`config.mk`:
```
export PLATFORM = sky130hd
export DESIGN_NAME = boot_imem
export DESIGN_NICKNAME = d
export VERILOG_FILES = /design/src/rtl/boot_imem_pkg.sv /design/src/rtl/boot_imem_imem.sv /design/src/rtl/boot_imem.sv
export SDC_FILE = /design/constraint.sdc
export NUM_CORES = 2
export LEC_CHECK = 0
export BUFFER_PORTS_ARGS = -buffer_cell sky130_fd_sc_hd__buf_2
export CAP_MARGIN = 20
export CORE_MARGIN = 10
export CORE_UTILIZATION = 40
export CTS_CLUSTER_SIZE = 12
export DETAILED_ROUTE_END_ITERATION = 6
export PLACE_DENSITY = 0.53
export SLEW_MARGIN = 30
export SYNTH_ARGS = -nofsm -noshare
export SYNTH_HDL_FRONTEND = slang
export SYNTH_HIERARCHICAL = 1
export SYNTH_SLANG_ARGS = --single-unit
```
`constraint.sdc`:
```
create_clock -name clk -period 9.5 [get_ports clk]
set_clock_uncertainty 0.2 [all_clocks]
set_input_delay 0 -clock clk [delete_from_list [all_inputs] [get_ports clk]]
set_output_delay 0 -clock clk [all_outputs]
set_load 0.005 [all_outputs]
```
`src/rtl/boot_imem_pkg.sv`:
```
// Shared constants, FSM state encoding and helpers for the boot loader / program memory.
package boot_imem_pkg;

    localparam int ADDR_W = 7;
    localparam int DATA_W = 16;
    localparam int DEPTH  = 128;
    localparam int BYTE_W = 8;
    localparam int CNT_W  = ADDR_W + 1;

    typedef enum logic [1:0] {
        S_LEN = 2'd0,
        S_LO  = 2'd1,
        S_HI  = 2'd2,
        S_RUN = 2'd3
    } state_t;

    // Length bytes above the store size are clamped so a load can never write past the last word.
    function automatic logic [CNT_W-1:0] sat_len(input logic [BYTE_W-1:0] len_byte);
        if (int'(len_byte) > DEPTH) begin
            return CNT_W'(DEPTH);
        end
        return CNT_W'(len_byte);
    endfunction

endpackage

```
`src/rtl/boot_imem_imem.sv`:
```
// Word store: one synchronous write port, one asynchronous read port, contents survive reset.
module boot_imem_imem #(
    parameter int ADDR_W = 7,
    parameter int DATA_W = 16,
    parameter int DEPTH  = 128
) (
    input  logic              clk,
    input  logic              we,
    input  logic [ADDR_W-1:0] wr_addr,
    input  logic [DATA_W-1:0] wr_data,
    input  logic [ADDR_W-1:0] rd_addr,
    output logic [DATA_W-1:0] rd_data
);

    logic [DATA_W-1:0] mem [DEPTH];

    // Write port; deliberately no reset so a reset mid-load keeps whatever was already stored.
    always_ff @(posedge clk) begin
        if (we) begin
            mem[wr_addr] <= wr_data;
        end
    end

    assign rd_data = mem[rd_addr];

endmodule

```
`src/rtl/boot_imem.sv`:
```
// Boot loader and program memory: takes a length byte plus little-endian word pairs from a
// valid/ready byte stream while holding the core in reset, then releases it and serves fetches.
module boot_imem
    import boot_imem_pkg::*;
(
    input  logic              clk,
    input  logic              reset,
    input  logic [BYTE_W-1:0] in_data,
    input  logic              in_valid,
    output logic              in_ready,
    input  logic              boot,
    input  logic [ADDR_W-1:0] rd_addr,
    output logic [DATA_W-1:0] rd_data,
    output logic              cpu_reset,
    output logic              load_done,
    output logic [CNT_W-1:0]  word_cnt
);

    state_t             state;
    state_t             state_nxt;
    logic [CNT_W-1:0]   len_q;
    logic [CNT_W-1:0]   len_nxt;
    logic [CNT_W-1:0]   cnt_q;
    logic [CNT_W-1:0]   cnt_nxt;
    logic [CNT_W-1:0]   cnt_inc;
    logic [BYTE_W-1:0]  lo_q;
    logic [BYTE_W-1:0]  lo_nxt;
    logic               accept;
    logic               wr_en;
    logic [DATA_W-1:0]  wr_data;

    assign accept   = in_valid & in_ready;
    assign cnt_inc  = cnt_q + CNT_W'(1);
    assign word_cnt = cnt_q;

    // State register; cpu_reset/load_done are registered from the next state so they change on the same edge as the FSM.
    always_ff @(posedge clk) begin
        if (reset) begin
            state     <= S_LEN;
            cpu_reset <= 1'b1;
            load_done <= 1'b0;
        end else begin
            state     <= state_nxt;
            cpu_reset <= (state_nxt != S_RUN);
            load_done <= (state_nxt == S_RUN);
        end
    end

    // Next-state logic: length byte, then low/high pairs until the requested word count is reached.
    always_comb begin
        state_nxt = state;
        case (state)
            S_LEN: begin
                if (accept) begin
                    state_nxt = (in_data == '0) ? S_RUN : S_LO;
                end
            end
            S_LO: begin
                if (accept) begin
                    state_nxt = S_HI;
                end
            end
            S_HI: begin
                if (accept) begin
                    state_nxt = (cnt_inc == len_q) ? S_RUN : S_LO;
                end
            end
            S_RUN: begin
                if (boot) begin
                    state_nxt = S_LEN;
                end
            end
            default: begin
                state_nxt = S_LEN;
            end
        endcase
    end

    // Output and datapath control; a write coinciding with reset is dropped so reset fully wins.
    always_comb begin
        in_ready = (state != S_RUN);
        wr_en    = accept & (state == S_HI) & ~reset;
        wr_data  = {in_data, lo_q};
        len_nxt  = len_q;
        cnt_nxt  = cnt_q;
        lo_nxt   = lo_q;
        if (accept) begin
            case (state)
                S_LEN: begin
                    len_nxt = sat_len(in_data);
                    cnt_nxt = '0;
                end
                S_LO: begin
                    lo_nxt = in_data;
                end
                S_HI: begin
                    cnt_nxt = cnt_inc;
                end
                default: begin
                    len_nxt = len_q;
                end
            endcase
        end
    end

    // Length, word counter and low-byte hold; word_cnt survives a boot request until the next length byte.
    always_ff @(posedge clk) begin
        if (reset) begin
            len_q <= '0;
            cnt_q <= '0;
            lo_q  <= '0;
        end else begin
            len_q <= len_nxt;
            cnt_q <= cnt_nxt;
            lo_q  <= lo_nxt;
        end
    end

    boot_imem_imem #(
        .ADDR_W (ADDR_W),
        .DATA_W (DATA_W),
        .DEPTH  (DEPTH)
    ) u_imem (
        .clk     (clk),
        .we      (wr_en),
        .wr_addr (cnt_q[ADDR_W-1:0]),
        .wr_data (wr_data),
        .rd_addr (rd_addr),
        .rd_data (rd_data)
    );

endmodule

```
==> insert_results.sql <==
INSERT INTO impl_metrics (metric_group, metric, value, unit) VALUES
('outcome', 'run_status', 'complete, no violations', ''),
('grt', 'grt_pass1_vias', '37517', ''),
('worst_setup_path', 'max_stage_delay', '0.72', 'ns'),
('timing', 'final.period_utilization', '47.0', '%'),
('clocking', 'clock_tree.htree_level_count', '4', ''),
('timing', 'timing.final.setup_violations', '0', ''),
('power', 'powerDensity', '204', 'nW/µm²'),
('layout', 'final_common_cell', 'sky130_fd_sc_hd__edfxtp_1', ''),
('drt', 'post_drt_wl_per_cell', '32.9', 'µm'),
('synth', 'yosysWarnings', '6', ''),
('layout', 'area_growth', '13.8', '%'),
('clocking', 'clk_path_buf_depth', '3', ''),
('grt', 'overflow', '0', ''),
('power', 'share_clk_of_total_power', '41.2', '%'),
('worst_setup_path', 'worst_ep_required_time', '9.30', 'ns'),
('grt', 'groute.usage.overall', '19.0', '%'),
('die', 'core_region_area', '198000', 'µm²'),
('worst_setup_path', 'timing.critical_path.from_type', 'primary input', ''),
('synth', 'synth_nets', '3258', ''),
('clocking', 'clock_insertion_delay_worst_skew', '0.84', 'ns'),
('drt', 'vias_per_cell', '5.79', ''),
('synth', 'number_of_distinct_standard_cells_referenced_by_the_synthesized_netlist', '42', ''),
('die', 'ioPinCount', '46', ''),
('die', 'starting_density_of_the_core', '40.3', '%'),
('drt', 'vias', '36563', ''),
('synth', 'ys_ff_latch', '2076', ''),
('grt', 'maximum_number_of_pins_on_one_net_before_global_route_repair', '132', ''),
('placement', 'place.detailed.hpwl', '115', 'mm'),
('drt', 'drt_wirelength', '208', 'mm'),
('die', 'fp.dieArea', '217000', 'µm²'),
('synth', 'post_synth_inst_count', '3238', ''),
('drt', 'final_antenna_net_count', '0', ''),
('clocking', 'cts.sink_count', '2076', ''),
('clocking', 'tritoncts.num_buffers', '210', ''),
('clocking', 'path_clk_slew', '0.06', 'ns'),
('die', 'die_span_in_y', '466', 'µm'),
('worst_setup_path', 'criticalPathCategory', 'primary input to primary output', ''),
('synth', 'post-synth-top-area-fraction', '77.3', '%'),
('layout', 'layout_common_cells', '2048 x sky130_fd_sc_hd__edfxtp_1, 672 x sky130_fd_sc_hd__mux4_2, 211 x sky130_fd_sc_hd__clkbuf_16', ''),
('synth', 'leading_post_synthesis_cells_by_cell_area', 'sky130_fd_sc_hd__edfxtp_1 77%, sky130_fd_sc_hd__mux4_2 19%, sky130_fd_sc_hd__dfxtp_1 0.70%', ''),
('timing', 'timing_max_transition_violations_final', '0', ''),
('layout', 'finalCoreUtilization', '45.9', '%'),
('worst_setup_path', 'timing.critical_path.max_delay_family', 'buffers and inverters', ''),
('die', 'floorplan.rows', '163', ''),
('power', 'cellInternalPower', '14.6', 'mW'),
('timing', 'timing_hold_violations_final', '0', ''),
('clocking', 'cts_root_buf', 'sky130_fd_sc_hd__clkbuf_16', ''),
('hold_path', 'worstHoldPathType', 'primary input to flip-flop', ''),
('power', 'total_leakage_power', '29.2', 'nW'),
('clocking', 'tritoncts_clock_tree', 'done', ''),
('worst_setup_path', 'critPathArrivalTime', '4.27', 'ns'),
('drt', 'drcViolationCount', '0', ''),
('placement', 'gpl.final_weighted_congestion', '0.777', ''),
('layout', 'fillCellCount', '16112', ''),
('grt', 'grt_pass1_wl', '293', 'mm'),
('timing', 'worst_pin_slew', '1.05', 'ns'),
('clocking', 'post_cts_resized', '0', ''),
('layout', 'final_cell_count_no_fill', '6318', ''),
('worst_setup_path', 'crit_chain', 'buf_8 > buf_4 > buf_4 > buf_12 > mux4_2 > mux4_2 > mux4_2 > mux2_2 > buf_2', ''),
('placement', 'port-buffer-count', '45', ''),
('power', 'comb_power_share', '4.4', '%'),
('synth', 'post-synth-top-area-cell', 'sky130_fd_sc_hd__edfxtp_1', ''),
('run', 'max_cap_viol_count', '0', ''),
('worst_setup_path', 'crit_fanout', '94', ''),
('synth', 'synthesis.area_per_instance', '24.6', 'µm²'),
('synth', 'synth_area', '79600', 'µm²'),
('layout', 'post_route_cells_drive_above_1_share', '32.7', '%'),
('power', 'power.net_switching', '3.89', 'mW'),
('power', 'sw_frac_of_total', '21.0', '%'),
('timing', 'relSlewSlack', '30.2', '%'),
('power', 'power.sequential.fraction', '54.4', '%');
stage by stage:
step / power [mW] / cell area, µm² / hold WS (ns) / setup slack [ns]
final: 18.5 / 90600 / 0.0944 / 5.03
after global routing: 19.1 / 90600 / 0.112 / 4.89
after CTS: 18.7 / 90500 / 0.0372 / 4.86
after global placement: 11.0 / 83900 / 0.149 / 4.87
after detailed placement: 11.1 / 84000 / 0.152 / 4.86
after floorplan: 10.7 / 79600 / -0.101 / 6.23
flip-flops by register name, indices dropped and copies added, names as in the netlist:
name        count
u_imem/mem   2048
len_q           8
lo_q            8
word_cnt        8
state           2
cpu_reset       1
load_done       1
kinds of logic (layout without fill, tap and decap cells):
kind of cell,count (synthesis),in the layout,synth area share [%]
xor+xnor,9,9,0.118
flops,2076,2076,78.0
compound gates,30,30,0.237
fa+ha+maj,1,1,0.0157
other cells,0,4,0
simple gates,253,253,1.42
mux,696,696,19.3
buf+inv,173,609,0.913
layout make-up:
class	instances	area (µm²)	area share, %
diodes	4	10.0	0.0110
clock buffers	289	5630	6.22
clock inverters	76	597	0.659
inverters	2	7.51	0.00828
multi-input cells	989	16900	18.7
flip-flops and latches	2076	62100	68.5
well taps	2640	3300	3.64
repair buffers	242	2040	2.25
worst paths after layout:
kind	from	end	slack, ns	cells after the start
setup / recovery	rd_addr[2]	rd_data[9]	5.03	9
setup reg to reg	state[0]	u_imem/mem[12][8]	5.10	7
hold / removal	boot	cpu_reset	0.09	6
hold reg to reg	len_q[0]	len_q[0]	0.27	2
tightest hold or removal path: cells and delay by family:
family                 cells  cell delay (ns)
and+or+nand+nor            1             0.05
buffers and inverters      2             0.66
AOI/OAI and AO/OA          3             0.37
power by group through the flow:
stage,combinational [mW],sequential (mW),clock (mW)
2_1_floorplan,0.447,10.3,0
3_3_place_gp,0.801,10.2,0
3_5_place_dp,0.818,10.3,0
4_1_cts,0.830,10.1,7.79
5_1_grt,0.860,10.1,8.16
6_report,0.816,10.1,7.63
per-layer routing:
| layer | share of wire (%) | routed length (µm) | GRT usage [%] |
|---|---|---|---|
| met1 | 42 | 86900 | 26.8 |
| met2 | 49 | 102000 | 30.8 |
| met3 | 7.3 | 15100 | 3.54 |
| met4 | 2.1 | 4440 | 4.42 |
| met5 | 0 | 0 | 0 |
synth_stat cells (all sizes together):
| library cell | instances |
|---|---|
| a31oi | 2 |
| a211oi | 1 |
| o41ai | 1 |
| nand4 | 5 |
| nand3 | 16 |
| a21boi | 1 |
| xnor2 | 5 |
| mux2i | 8 |
| nor3 | 15 |
| mux4 | 672 |
| a21o | 3 |
| and4 | 1 |
| and2 | 3 |
| dfxtp | 28 |
| inv | 2 |
| a2111oi | 1 |
| or3 | 3 |
| nor2b | 11 |
| or4 | 2 |
| ha | 1 |
| xor3 | 1 |
| a22oi | 1 |
| clkbuf | 88 |
| nand3b | 7 |
| nand2 | 34 |
| a21oi | 16 |
| nand2b | 6 |
| nor4 | 3 |
| mux2 | 16 |
| edfxtp | 2048 |
| nor2 | 143 |
| nand4b | 1 |
| o21ai | 4 |
| buf | 83 |
| and3b | 1 |
| xor2 | 3 |
| or2 | 2 |
Note: power is estimated with default switching activity, not from simulation.
